File: config.mk
export PLATFORM = sky130hd
export DESIGN_NAME = store_rmw_unit
export DESIGN_NICKNAME = d
export VERILOG_FILES = /design/src/rtl/store_rmw_unit.sv
export SDC_FILE = /design/constraint.sdc
export NUM_CORES = 1
export LEC_CHECK = 0
export CAP_MARGIN = 10
export CORE_UTILIZATION = 41
export CTS_CLUSTER_DIAMETER = 60
export DETAILED_ROUTE_END_ITERATION = 10
export PLACE_DENSITY = 0.84
export RECOVER_POWER = 50
export SLEW_MARGIN = 20
export SYNTH_ARGS = -nofsm -noshare
export SYNTH_HDL_FRONTEND = slang
export SYNTH_SLANG_ARGS = --single-unit
File: constraint.sdc
create_clock -name clk -period 2.1 [get_ports clk]
set_clock_uncertainty 0.1 [all_clocks]
set_input_delay 0.42 -clock clk [delete_from_list [all_inputs] [get_ports clk]]
set_output_delay 0.42 -clock clk [all_outputs]
set_load 0.02 [all_outputs]
File: src/rtl/store_rmw_unit.sv
// store_rmw_unit: store sequencer for the multicycle datapath.
// sb/sh read the target word, hand it to the store-size merge stage, and
// write the merged word back; sw skips the read; type 11 completes with
// no memory access.
// Optional macro STORE_ALIGN_CHECK_EN rejects a misaligned sh/sw with an
// align_err pulse; without it align_err is tied to 0.
module store_rmw_unit #(
    parameter int READ_LATENCY = 1,
    parameter int ADDR_W       = 32
) (
    input  logic              clk,
    input  logic              reset,
    input  logic              start,
    input  logic [1:0]        store_type,
    input  logic [ADDR_W-1:0] addr_in,
    input  logic [31:0]       mem_data_in,
    input  logic [31:0]       ss_out,
    output logic [ADDR_W-1:0] mem_addr,
    output logic              mem_wr,
    output logic [31:0]       mem_wdata,
    output logic [31:0]       data_reg_out,
    output logic [1:0]        controle_ss,
    output logic              busy,
    output logic              done,
    output logic              align_err
);

    typedef enum logic [2:0] {
        IDLE    = 3'd0,
        READ    = 3'd1,
        CAPTURE = 3'd2,
        MERGE   = 3'd3,
        WRITE   = 3'd4,
        DONE    = 3'd5
    } state_t;

    state_t              state_q, state_d;
    logic [ADDR_W-1:0]   addr_q, addr_d;
    logic [1:0]          type_q, type_d;
    logic [3:0]          rd_cnt_q, rd_cnt_d;
    logic [31:0]         data_reg_q, data_reg_d;
    logic [31:0]         wdata_q, wdata_d;
`ifdef STORE_ALIGN_CHECK_EN
    logic                align_q, align_d;
    logic                misaligned;
`endif

    // Register every piece of sequencing state; reset returns to IDLE with all zeros.
    always_ff @(posedge clk) begin
        if (reset) begin
            state_q    <= IDLE;
            addr_q     <= '0;
            type_q     <= 2'b00;
            rd_cnt_q   <= 4'd0;
            data_reg_q <= 32'd0;
            wdata_q    <= 32'd0;
`ifdef STORE_ALIGN_CHECK_EN
            align_q    <= 1'b0;
`endif
        end else begin
            state_q    <= state_d;
            addr_q     <= addr_d;
            type_q     <= type_d;
            rd_cnt_q   <= rd_cnt_d;
            data_reg_q <= data_reg_d;
            wdata_q    <= wdata_d;
`ifdef STORE_ALIGN_CHECK_EN
            align_q    <= align_d;
`endif
        end
    end

`ifdef STORE_ALIGN_CHECK_EN
    // A halfword must sit on an even address and a word on a 4-byte boundary.
    always_comb begin
        misaligned = 1'b0;
        if (store_type == 2'b10 && addr_in[0])
            misaligned = 1'b1;
        if (store_type == 2'b00 && addr_in[1:0] != 2'b00)
            misaligned = 1'b1;
    end
`endif

    // Next-state logic: walk READ -> CAPTURE -> MERGE -> WRITE -> DONE as the store type requires.
    always_comb begin
        state_d    = state_q;
        addr_d     = addr_q;
        type_d     = type_q;
        rd_cnt_d   = rd_cnt_q;
        data_reg_d = data_reg_q;
        wdata_d    = wdata_q;
`ifdef STORE_ALIGN_CHECK_EN
        align_d    = align_q;
`endif
        case (state_q)
            IDLE: begin
                if (start) begin
                    addr_d = addr_in;
                    type_d = store_type;
`ifdef STORE_ALIGN_CHECK_EN
                    align_d = 1'b0;
`endif
                    case (store_type)
                        2'b00:   state_d = MERGE;
                        2'b01,
                        2'b10: begin
                            state_d  = READ;
                            rd_cnt_d = 4'(READ_LATENCY);
                        end
                        default: state_d = DONE;
                    endcase
`ifdef STORE_ALIGN_CHECK_EN
                    if (misaligned) begin
                        state_d  = DONE;
                        rd_cnt_d = rd_cnt_q;
                        align_d  = 1'b1;
                    end
`endif
                end
            end
            READ: begin
                rd_cnt_d = rd_cnt_q - 4'd1;
                if (rd_cnt_q <= 4'd1)
                    state_d = CAPTURE;
            end
            CAPTURE: begin
                data_reg_d = mem_data_in;
                state_d    = MERGE;
            end
            MERGE: begin
                wdata_d = ss_out;
                state_d = WRITE;
            end
            WRITE:   state_d = DONE;
            DONE:    state_d = IDLE;
            default: state_d = IDLE;
        endcase
    end

    // Outputs decoded from the registered state so nothing glitches off the inputs.
    always_comb begin
        mem_addr     = '0;
        mem_wr       = 1'b0;
        mem_wdata    = 32'd0;
        controle_ss  = 2'b00;
        busy         = (state_q != IDLE);
        done         = (state_q == DONE);
        data_reg_out = data_reg_q;
        if (state_q != IDLE) begin
            mem_addr = addr_q;
            if (type_q != 2'b11)
                controle_ss = type_q;
        end
        if (state_q == WRITE) begin
            mem_wr    = 1'b1;
            mem_wdata = wdata_q;
        end
    end

`ifdef STORE_ALIGN_CHECK_EN
    assign align_err = (state_q == DONE) && align_q;
`else
    assign align_err = 1'b0;
`endif

endmodule

==> results.cfg, run 1 <==
[outcome]
status = complete, but fails checks
violations = setup timing

[pwr]
seqPwrFrac_pct = 37.3
switching_share_pct = 35.1
total_power_uw = 6570
p_per_area_nw_per_um2 = 989
clkPwrFrac_pct = 20.8
switchingPower_uw = 2310
intPower_uw = 4260
combPwrFrac_pct = 41.8
ir_drop_mv = 0.468
leakagePower_uw = 0.00274

[global_routing]
grt_pass1_vias = 4252
grt_max_degree = 55
grt.total_usage_pct = 22.2
grt_pass1_wl_um = 20000
overflow = 0
antenna_found_initial = 0

[finish]
areaGrowthSynthToFinish_pct = 52.1
drive_gt1_share_pct = 16.4
final_cells = 898
fin_nets = 862
multiInputGateArea_um2 = 2020
fill_cells = 870
seqCellArea_um2 = 2110
antenna_cells = 0

[synthesis]
yosys.area_share.adder_pct = 1.15
ys_warn_count = 0
yosys.area_share.simple_pct = 30.2
yosysUniqueCellTypes = 34
synth_area_um2 = 4370
synth_top_family_by_area = simple AND/OR/NAND/NOR gates
synth_xor_area_share_pct = 0
synthMuxAreaShare_pct = 0
ys_ff_latch = 105
seq_area_frac_synth_pct = 48.1
synthCells = 561
avgSynthCellArea_um2 = 7.79
synth_fp_nets = 666
synth-compound-area-share_pct = 13.8

[cts]
clkLatencyLatePin_ps = 350
clk_pin_slew_worst_paths_ps = 90
cts-buffers-inserted = 9
clk_path_buf_depth = 2
cts_tree = built
root_buffer = clkbuf_8
htreeDepth = 3
numClockSinks = 105
hold_buffers = 0

[route]
drt_wl_total_um = 12700
final_antenna_net_count = 0
num_vias = 4494
dr.pass1.iters = 4
drc = 0
avgViaCountPerCell = 5.00
drt_iter0_drc = 176
wl_per_cell_um = 14.2

[setup_path]
crit_arrival_ps = 1580
max_stage_delay_ps = 380
cp_common_cell = buf_6
critPathKind = reg -> out
crit_chain = nor3_4, buf_6, buf_6, buf_8, nor2b_1, buf_2
worstPathRequired_ps = 1580
r2r-start = state_q[0]
crit_path_end_kind = output pin
startpoint = state_q[0]
cp_max_fo = 6
critPathLaunchType = flip-flop
crit_slowest_cell = dfxtp_4

[timing]
finalHoldViolCount = 0
min_period_ps = 2100
fin_ws_ps = -4.49
finalSetupViolCount = 2
fmax_mhz = 475
rsz0062_at_grt = yes
slew_violations = 0
slew_headroom_pct = 56.4
finalCritPeriodShare_pct = 100
tightest_slew_ps = 654

[floorplan]
die_w_um = 105
core_area_um2 = 10300
start_util_pct = 42.3
rows = 37
top_level_ports = 203
die-area_um2 = 11100
fp.dieH_um = 105

[placement]
place.gp.congestion = 0.795
io_buffers = 201
dp_hpwl_um = 8350
place_inst = 871

[hold_path]
min_path_type = in -> reg
min-delay-start = reset

[flow_run]
maxCapViolCount = 0
-- state kept, by name, summed over array words and instances, names as in the netlist --
| name | flops |
|---|---|
| addr_q | 32 |
| data_reg_out | 32 |
| rd_cnt_q | 4 |
| state_q | 3 |
| type_q | 2 |
| wdata_q | 32 |
-- layer usage --
metal | up-vias | global-route usage, % | wire length, µm
li1 | 2208 | - | -
met1 | 2105 | 25.9 | 5220
met4 | 0 | 7.04 | 151
met5 | - | 0 | 0
met3 | 14 | 6.00 | 873
met2 | 167 | 39.2 | 6480
-- synthesized netlist by cell type --
cell,count,share of area (%)
buf_6,8,2.1
or4b_1,1,0.23
nor3_4,1,0.37
or3b_1,1,0.20
a31oi_1,1,0.14
nor3_1,4,0.46
nor3b_1,2,0.34
a211oi_1,2,0.34
nor4b_4,1,0.54
and3b_1,1,0.20
nand2_1,196,17
clkbuf_1,26,2.2
and3_1,32,4.6
buf_4,5,0.86
dfxtp_1,105,48
nand2b_1,3,0.43
a21o_1,1,0.17
o32a_1,1,0.23
nor3b_4,1,0.43
a21oi_1,104,12
nor2b_1,32,4.6
or2_2,1,0.14
ha_1,4,1.1
o31a_1,1,0.20
nor2_1,4,0.34
a2111oi_0,1,0.20
conb_1,1,0.086
a311oi_1,1,0.20
nor3b_2,1,0.29
inv_1,7,0.60
a211o_1,1,0.20
o21ai_0,2,0.23
buf_2,8,0.92
nand3b_1,1,0.17
-- cell usage in the layout (no fill, tap or decap), drive strengths merged, types with 2 or more instances in the layout --
master         count
a211oi             2
a21oi            104
and3              32
buf               90
bufinv             2
clkbuf            16
clkdlybuf4s15      4
clkdlybuf4s50    130
clkinv             3
dfxtp            105
dlygate4sd2        2
ha                 4
inv                7
nand2            196
nand2b             3
nor2               4
nor2b             32
nor3               5
nor3b              4
o21ai              2
-- cell type report --
cell class / count / area share [%]
tap: 136 / 2.56
inverter: 7 / 0.395
clock buffer: 11 / 2.13
clock inverter: 5 / 1.19
sequential: 105 / 31.8
timing repair buffer: 232 / 31.5
multi-input combinational: 402 / 30.4
-- worst max-delay path, delay by kind of cell, from the launching register on --
family,cells,cell delay (ps)
DFF,1,380
and+or+nand+nor,2,300
buffers and inverters,4,550
-- timing repair --
item	4_1_cts	5_1_grt
cloned	3	1
resized for setup	264	49
setup buffers	5	5
endpoints found under the setup margin	69	47
pin swaps	2	1
-- cells by family after synthesis --
group,count (synthesis)
buffers and inverters,54
adder cells (fa/ha/maj),4
flip-flops,105
other,1
AND/OR/NAND/NOR,282
AO/OA/AOI/OAI,115
-- stage by stage --
stage	worst slack, ps	hold WS (ps)	cell area, µm²	setup TNS (ps)	utilization (%)
6_report	-4.49	316	6650	-5.10	64.4
3_3_place_gp	22.5	338	6500	0	62.9
3_5_place_dp	-102	342	6500	-102	62.9
5_1_grt	-88.0	314	6650	-1060	64.4
2_1_floorplan	169	332	4370	0	-
4_1_cts	-112	303	6640	-1250	64.3
-- power by group through the flow --
stage	Combinational (µW)	Sequential [µW]	Clock, µW
final	2750	2450	1370
after global routing	2970	2490	1500
after CTS	2680	2450	1400
after detailed placement	2370	2480	0
after global placement	2300	2460	0
after floorplan	1350	2550	0
-- worst paths after layout --
| path | to | slack [ps] | depth (start not counted) |
|---|---|---|---|
| min reg2reg | addr_q[5] | 350 | 2 |
| max reg2reg | wdata_q[24] | 290 | 6 |
| min | addr_q[22] | 320 | 2 |
| max | mem_addr[24] | -4 | 6 |
Note: power is estimated with default switching activity, not from simulation.
==> run 2, diff against run 1 <==
--- a/config.mk
+++ b/config.mk
@@ -5,6 +5,7 @@
 export SDC_FILE = /design/constraint.sdc
 export NUM_CORES = 1
 export LEC_CHECK = 0
+export ABC_AREA = 0
 export CAP_MARGIN = 10
 export CORE_UTILIZATION = 41
 export CTS_CLUSTER_DIAMETER = 60
==> results of run 2 <==
The final DEF is identical to that of run 1; final timing and power are the same.
